--- config.mk ---
export PLATFORM = sky130hd
export DESIGN_NAME = libhdl_jkseqn
export DESIGN_NICKNAME = d
export VERILOG_FILES = /design/src/rtl/libhdl_jk_pkg.sv /design/src/rtl/libhdl_jkseq_fifo.sv /design/src/rtl/libhdl_jkseqn.sv
export SDC_FILE = /design/constraint.sdc
export NUM_CORES = 1
export LEC_CHECK = 0
export ABC_AREA = 0
export ABC_CLOCK_PERIOD_IN_PS = 7800
export CORE_MARGIN = 5
export CORE_UTILIZATION = 60
export CTS_CLUSTER_DIAMETER = 120
export DETAILED_ROUTE_END_ITERATION = 10
export GPL_ROUTABILITY_DRIVEN = 0
export PLACE_DENSITY = 0.83
export SYNTH_ARGS = -nofsm -noshare
export SYNTH_HDL_FRONTEND = slang
export SYNTH_SLANG_ARGS = --single-unit
--- constraint.sdc ---
create_clock -name CK -period 7.8 [get_ports CK]
set_clock_uncertainty 0.2 [all_clocks]
set_input_delay 2.34 -clock CK [delete_from_list [all_inputs] [get_ports CK]]
set_output_delay 2.34 -clock CK [all_outputs]
set_load 0.01 [all_outputs]
--- src/rtl/libhdl_jk_pkg.sv ---
// Shared JK-bank definitions: J/K op encodings and sequencer state encodings.
package libhdl_jk_pkg;

    typedef enum logic [1:0] {
        JK_HOLD   = 2'b00,
        JK_CLEAR  = 2'b01,
        JK_SET    = 2'b10,
        JK_TOGGLE = 2'b11
    } jk_op_e;

    typedef enum logic {
        IDLE = 1'b0,
        EXEC = 1'b1
    } jk_state_e;

endpackage

--- src/rtl/libhdl_jkseq_fifo.sv ---
// Synchronous command FIFO for the JK sequencer; power-of-two DEPTH, wrapping pointers.
module libhdl_jkseq_fifo #(
    parameter int unsigned W     = 8,
    parameter int unsigned DEPTH = 4
) (
    input  logic                     CK,
    input  logic                     RN,
    input  logic                     push,
    input  logic                     pop,
    input  logic [W-1:0]             wdata,
    output logic [W-1:0]             rdata,
    output logic                     full,
    output logic                     empty,
    output logic [$clog2(DEPTH):0]   fill
);

    localparam int unsigned AW = $clog2(DEPTH);
    localparam logic [AW:0] FULL_CNT = (AW+1)'(DEPTH);

    logic [W-1:0]  mem [DEPTH];
    logic [AW-1:0] wr_ptr;
    logic [AW-1:0] rd_ptr;
    logic          do_push;
    logic          do_pop;

    assign full    = (fill == FULL_CNT);
    assign empty   = (fill == '0);
    assign do_push = push && !full;
    assign do_pop  = pop && !empty;
    assign rdata   = mem[rd_ptr];

    // Storage needs no reset; occupancy and pointers define validity.
    always_ff @(posedge CK) begin
        if (do_push) begin
            mem[wr_ptr] <= wdata;
        end
    end

    always_ff @(posedge CK or negedge RN) begin
        if (!RN) begin
            wr_ptr <= '0;
            rd_ptr <= '0;
            fill   <= '0;
        end else begin
            if (do_push) wr_ptr <= wr_ptr + AW'(1);
            if (do_pop)  rd_ptr <= rd_ptr + AW'(1);
            case ({do_push, do_pop})
                2'b10:   fill <= fill + (AW+1)'(1);
                2'b01:   fill <= fill - (AW+1)'(1);
                default: fill <= fill;
            endcase
        end
    end

endmodule

--- src/rtl/libhdl_jkseqn.sv ---
// JK command sequencer: queues {op, mask, count} commands and replays each onto J/K
// for count+1 cycles, chaining queued commands without bubbles.
module libhdl_jkseqn
    import libhdl_jk_pkg::*;
#(
    parameter int unsigned N     = 1,
    parameter int unsigned DEPTH = 4,
    parameter int unsigned CW    = 4
) (
    input  logic                     CK,
    input  logic                     RN,
    input  logic                     IN_VLD,
    output logic                     IN_RDY,
    input  logic [1:0]               IN_OP,
    input  logic [N-1:0]             IN_MASK,
    input  logic [CW-1:0]            IN_CNT,
    output logic [N-1:0]             J,
    output logic [N-1:0]             K,
    output logic                     BUSY,
    output logic [$clog2(DEPTH):0]   FILL
);

    localparam int unsigned W = 2 + N + CW;

    logic [W-1:0]  rdata;
    logic          full;
    logic          empty;
    logic          pop;
    logic [1:0]    f_op;
    logic [N-1:0]  f_mask;
    logic [CW-1:0] f_cnt;

    jk_state_e     state;
    jk_op_e        op;
    logic [N-1:0]  mask;
    logic [CW-1:0] remaining;

    libhdl_jkseq_fifo #(
        .W     (W),
        .DEPTH (DEPTH)
    ) u_fifo (
        .CK    (CK),
        .RN    (RN),
        .push  (IN_VLD),
        .pop   (pop),
        .wdata ({IN_OP, IN_MASK, IN_CNT}),
        .rdata (rdata),
        .full  (full),
        .empty (empty),
        .fill  (FILL)
    );

    assign {f_op, f_mask, f_cnt} = rdata;

    // Pop whenever the execute stage is free or finishing its last cycle.
    assign pop    = !empty && ((state == IDLE) || (remaining == '0));
    assign IN_RDY = !full;
    assign BUSY   = (state == EXEC) || !empty;

    always_ff @(posedge CK or negedge RN) begin
        if (!RN) begin
            state     <= IDLE;
            op        <= JK_HOLD;
            mask      <= '0;
            remaining <= '0;
        end else if (pop) begin
            state     <= EXEC;
            op        <= jk_op_e'(f_op);
            mask      <= f_mask;
            remaining <= f_cnt;
        end else if (state == EXEC) begin
            if (remaining != '0) begin
                remaining <= remaining - CW'(1);
            end else begin
                state <= IDLE;
                op    <= JK_HOLD;
                mask  <= '0;
            end
        end
    end

    // J/K decode depends only on the execute register.
    always_comb begin
        J = '0;
        K = '0;
        if (state == EXEC) begin
            J = mask & {N{op[1]}};
            K = mask & {N{op[0]}};
        end
    end

endmodule
==> impl_metrics.yaml, run 1 <==
critical_path:
  regToRegStartpoint: "remaining[0]"
  crit_path_end_kind: "output pin"
  cp-start-kind: "register"
  crit_fanout: 11
  crit_chain: "nor4_1 -> inv_1 -> clkdlybuf4s50_1"
  crit_arrival_ns: 1.95
  required_ns: 5.26
  crit_path_top_delay_cell: "dfrtp_1"
  reg2reg_depth: 7
  crit_path_start: "state"
  crit_type: "register to output pin"
  slowest_delay_ns: 0.53
finish:
  syn_to_final_growth_pct: 13.3
  postLayoutCellArea_um2: 2120
  n_antenna_cell: 0
  nets: 150
  drive_gt1_frac: 0.194
placed_design:
  post-dp-hpwl_um: 2250
  io_buffers: 16
  pre_cts_slack_ns: 3.43
  place_area_um2: 2070
synthesis:
  synth_edf_count: 28
  yosysTopAreaCell: "edfxtp_1"
  ys_seq_area_frac: 0.649
  synth.top_cells.by_area: "edfxtp_1 (45%), dfrtp_1 (20%), mux4_2 (8.4%), ha_1 (4.0%), xnor2_1 (1.9%)"
  synth_common_cells: "edfxtp_1 (28), dfrtp_1 (15), inv_1 (7), mux4_2 (7), ha_1 (6)"
  yosys_warnings: 0
  yosysMostFrequentCell: "edfxtp_1"
  synth-async-reset-ratio: 0.349
  synth_seq_cells: 43
  ys.flop_type: "edfxtp_1"
  yosys.cell_types.count: 36
  syn_area_per_cell_um2: 16.4
  syn_nets: 131
  syn_area_um2: 1870
  synth_top_area_frac: 0.449
  synthCells: 114
clock_tree:
  cts.reportedPaths.clkPinSlew_ns: 0.11
  cts_sinks: 43
  cts_setup_buffers: 0
  cts-root-buf: "clkbuf_4"
  cts-buffers-inserted: 5
  cts_max_level: 2
  ctsLongestPathBuffers: 2
  tritoncts: "built"
  clk-insertion-delay-late_ns: 0.34
  holdBufCountCts: 0
  cts_resized: 0
floorplan:
  die_w_um: 65.9
  die_y_um: 65.9
  pin_count: 17
  coreArea_um2: 3030
  dieArea_um2: 4340
  initial_core_util: 0.619
  rows: 20
sta:
  hold_violations: 0
  layout_min_cycle_time_ns: 4.49
  worst_slew_margin_rel: 0.561
  tns_ns: 0
  rsz0062_at_grt: "false"
  tightest_slew_ns: 0.656
  finalSetupViolations: 0
  layout_setup_ws_ns: 3.31
  finalCritPeriodShare: 0.575
  fmax_mhz: 223
  drv_slew: 0
drt:
  vias: 1036
  vias_per_cell: 5.82
  drt-wirelength-per-cell_um: 17.2
  wirelength_um: 3060
  drc: 0
  drtPass1Iterations: 4
  drt_iter0_drc: 76
  drtAntennaViolNets: 0
min_path:
  worstHoldStart: "op[0]"
  hp-class: "register to register"
  hold_depth: 1
global_route:
  grt_pass1_vias: 1034
  gr-total-overflow: 0
  grt_pass1_wl_um: 5000
  antenna_found_initial: 0
  globalRouteTotalUtil: 0.164
  grt_start_max_net_pins: 16
job:
  drv_cap: 0
outcome:
  status: "completed"
power_and_ir_drop:
  powerDensity_nw_per_um2: 354
  p_total_mw: 0.752
  power.leakage_nw: 0.799
  ir_drop_uv: 171
==> per-layer routing <==
layer | global-route usage | share of wire | wire, um
met1 | 0.188 | 0.42 | 1300
met2 | 0.270 | 0.50 | 1540
met3 | 0.0493 | 0.050 | 154
met4 | 0.0959 | 0.022 | 67
met5 | 0 | 0 | 0
==> through the flow <==
step / cells / hold slack, ns / util
2_1_floorplan: 114 / 0.259 / -
4_1_cts: 178 / 0.318 / 0.701
3_3_place_gp: 170 / 0.278 / 0.683
5_1_grt: 178 / 0.355 / 0.701
3_5_place_dp: 170 / 0.291 / 0.683
6_report: 178 / 0.317 / 0.701
==> layout by cell type (no fill, tap or decap), types with 2 or more instances in the layout <==
cell type	Yosys	final
mux4_2	7	7
xor2_1	2	2
and3_1	2	2
nand2_1	2	2
and3_2	4	4
dfrtp_1	15	15
ha_1	6	6
edfxtp_1	28	28
or3b_4	2	2
xnor2_1	4	4
mux2i_1	2	2
inv_1	7	7
clkdlybuf4s50_1	0	16
clkbuf_4	0	5
o21ai_0	2	2
nor2b_1	2	2
nand3_1	2	2
a22o_1	3	3
o211ai_1	4	4
==> cell families (layout without fill, tap and decap cells) <==
logic type / Yosys count / after routing / share of synthesized area
buf+inv: 11 / 31 / 0.0247
compound gates: 15 / 15 / 0.0628
mux: 11 / 11 / 0.109
xor+xnor: 6 / 6 / 0.0281
flops: 43 / 43 / 0.649
simple gates: 21 / 21 / 0.0755
fa+ha+maj: 7 / 7 / 0.0508
==> critical path: cells and delay by family, from the launching register on <==
family	cells	cell delay, ns
buffers and inverters	2	0.57
flip-flops	1	0.53
AND/OR/NAND/NOR	1	0.51
==> flip-flops by register name, summed over array words and instances, names as in the netlist <==
register       cells
u_fifo.rd_ptr      2
mask               1
op                 2
state              1
u_fifo.wr_ptr      2
u_fifo.mem        28
u_fifo.fill        3
remaining          4
==> layout make-up <==
| type | instances | area (um^2) |
|---|---|---|
| Tap cell | 44 | 55.1 |
| Timing Repair Buffer | 16 | 160 |
| Clock inverter | 2 | 12.5 |
| Inverter | 7 | 26.3 |
| Sequential cell | 43 | 1220 |
| Multi-Input combinational cell | 60 | 611 |
| Fill cell | 214 | 906 |
| Clock buffer | 6 | 41.3 |
==> final timing paths <==
| check | to | slack (ns) |
|---|---|---|
| min in group asynchronous | remaining[0] | 2.18 |
| setup / recovery | BUSY | 3.31 |
| setup reg to reg | u_fifo.fill[1] | 5.05 |
| max in group asynchronous | u_fifo.wr_ptr[0] | 4.80 |
| hold reg to reg | op[0] | 0.32 |
| hold / removal | op[0] | 0.32 |
==> report_power, final <==
| group | total (mW) | switching (mW) | internal [mW] |
|---|---|---|---|
| clock network | 0.103 | 0.0677 | 0.0348 |
| registers | 0.383 | 0.0691 | 0.314 |
| logic | 0.266 | 0.114 | 0.152 |
Power figures use the tool's default switching activity.
==> run 2, diff against run 1 <==
ABC_CLOCK_PERIOD_IN_PS = 3700   (was 7800)
CORE_UTILIZATION = 50   (was 60)
PLACE_DENSITY = 0.74   (was 0.83)
clock period = 3.7 ns   (was 7.8 ns; I/O delays follow)
==> run 2 against run 1 <==
Compared with the run above:
- global-route usage is 2.4 points lower
- die area is 17% higher
- sequential share of layout area is 2.3 points lower
- design area is 4.1% higher
- critical path depth stayed put
- combinational power is 110% higher
- count of clock-buffer cells in the layout is 1 lower
- first-iteration DRC count is 34% higher
- critical path type unchanged
- highest routed layer unchanged
==> impl_metrics.yaml, run 2 (synthesis results as in run 1) <==
floorplan:
  pin_count: 17
  die_y_um: 71.2
  coreArea_um2: 3630
  rows: 22
  initial_core_util: 0.515
  die_w_um: 71.2
  dieArea_um2: 5070
power_and_ir_drop:
  powerDensity_nw_per_um2: 812
  power.leakage_nw: 0.835
  p_int_mw: 1.25
  power_frac_seq: 0.453
  p_sw_mw: 0.545
  p_sw_frac: 0.304
  ir_drop_uv: 482
  combPwrFrac: 0.309
  power_frac_clock: 0.238
critical_path:
  regToRegStartpoint: "remaining[0]"
  required_ns: 2.39
  crit_path_end_kind: "output pin"
  crit_fanout: 11
  r2r-end: "u_fifo.fill[1]"
  reg2reg_depth: 7
  crit_path_start: "state"
  reg2reg_slack_ns: 1.04
  crit_arrival_ns: 1.95
  cp-start-kind: "register"
  crit_type: "register to output pin"
sta:
  worst_slew_margin_rel: 0.549
  layout_setup_ws_ns: 0.440
  fmax_mhz: 307
  finalSetupViolations: 0
  hold_violations: 0
  rsz0062_at_grt: "false"
  tightest_slew_ns: 0.674
  layout_min_cycle_time_ns: 3.26
  drv_slew: 0
  whs_ns: 0.312
  tns_ns: 0
  finalCritPeriodShare: 0.881
outcome:
  status: "completed"
min_path:
  hold_path_end: "op[0]"
  hold_depth: 1
  worstHoldStart: "op[0]"
  hp-class: "register to register"
drt:
  vias: 1000
  drt_iter0_drc: 102
  vias_per_cell: 5.49
  drtPass1Iterations: 4
  drtAntennaViolNets: 0
  wirelength_um: 3120
  drt-wirelength-per-cell_um: 17.1
  drc: 0
clock_tree:
  cts_setup_buffers: 0
  cts-root-buf: "clkbuf_8"
  clk-insertion-delay-late_ns: 0.29
  ctsLongestPathBuffers: 2
  cts_max_level: 2
  cts.reportedPaths.clkPinSlew_ns: 0.09
  cts_resized: 0
  cts-buffers-inserted: 5
  tritoncts: "built"
  holdBufCountCts: 0
  cts_sinks: 43
global_route:
  grt_start_max_net_pins: 16
  globalRouteTotalUtil: 0.141
  gr-total-overflow: 0
  grt_pass1_wl_um: 5310
  grt_pass1_vias: 1072
  antenna_found_initial: 0
placed_design:
  io_buffers: 16
  pre_cts_slack_ns: 0.569
  post-dp-hpwl_um: 2180
finish:
  syn_to_final_growth_pct: 18.0
  final_core_util: 0.608
  nets: 150
  final_common_cell: "edfxtp_1"
  reg.largest.list: "u_fifo.mem: 28 flops, remaining: 4 flops, u_fifo.fill: 3 flops"
  mostFrequentLayoutCells: "edfxtp_1 (28), clkdlybuf4s50_1 (16), dfrtp_1 (15), inv_1 (7), mux4_2 (7)"
  drive_gt1_frac: 0.201
  regMostFlops: "u_fifo.mem"
  largest_reg_flops: 28
  n_antenna_cell: 0
job:
  drv_cap: 0
## run 2: cell count changes in the layout (fill, tap and decap cells not counted), sizes merged
cell    before  now
bufinv       0    2
clkinv       1    0
clkbuf       6    5
## run 2: worst max-delay path: stages, from the launching register on
cell	delay [ns]
dfrtp_1	0.51
nor4_1	0.56
inv_1	0.09
clkdlybuf4s50_1	0.49
## run 2: cell type report
cell class | instances | area, um^2
Fill cell | 305 | 1420
Timing Repair Buffer | 16 | 160
Clock inverter | 3 | 67.6
Clock buffer | 5 | 68.8
Tap cell | 48 | 60.1
Inverter | 7 | 26.3
Multi-Input combinational cell | 60 | 611
Sequential cell | 43 | 1220
## run 2: how the worst max path moves through the flow
stage / end / slack, ns / depth (start not counted)
floorplan: u_fifo.fill[2] / 1.19 / 7
global placement: u_fifo.fill[2] / 0.64 / 8
detailed placement: u_fifo.fill[2] / 0.57 / 8
CTS: BUSY / 0.41 / 3
global route: BUSY / 0.30 / 3
finish: BUSY / 0.44 / 3
## run 2: per-layer routing
metal	track usage	share of wire	vias to the layer above	wire length (um)
met2	0.221	0.50	24	1560
met5	0	0	-	0
met4	0.0564	0.012	0	36
met1	0.184	0.44	500	1390
met3	0.0384	0.043	4	134
li1	-	-	472	-
## run 2: power groups by stage
stage               combinational, mW  sequential [mW]  clock, mW
CTS                             0.564            0.813      0.435
detailed placement              0.563            0.820          0
floorplan                       0.454            0.752          0
finish                          0.555            0.812      0.428
global placement                0.541            0.807          0
global route                    0.622            0.838      0.455
## run 2: stage by stage
step / std cells / cell area, um^2 / power (mW)
after floorplan: 114 / 1870 / 1.21
after global placement: 174 / 2070 / 1.35
after detailed placement: 174 / 2070 / 1.38
after CTS: 182 / 2210 / 1.81
after global routing: 182 / 2210 / 1.91
final: 182 / 2210 / 1.79
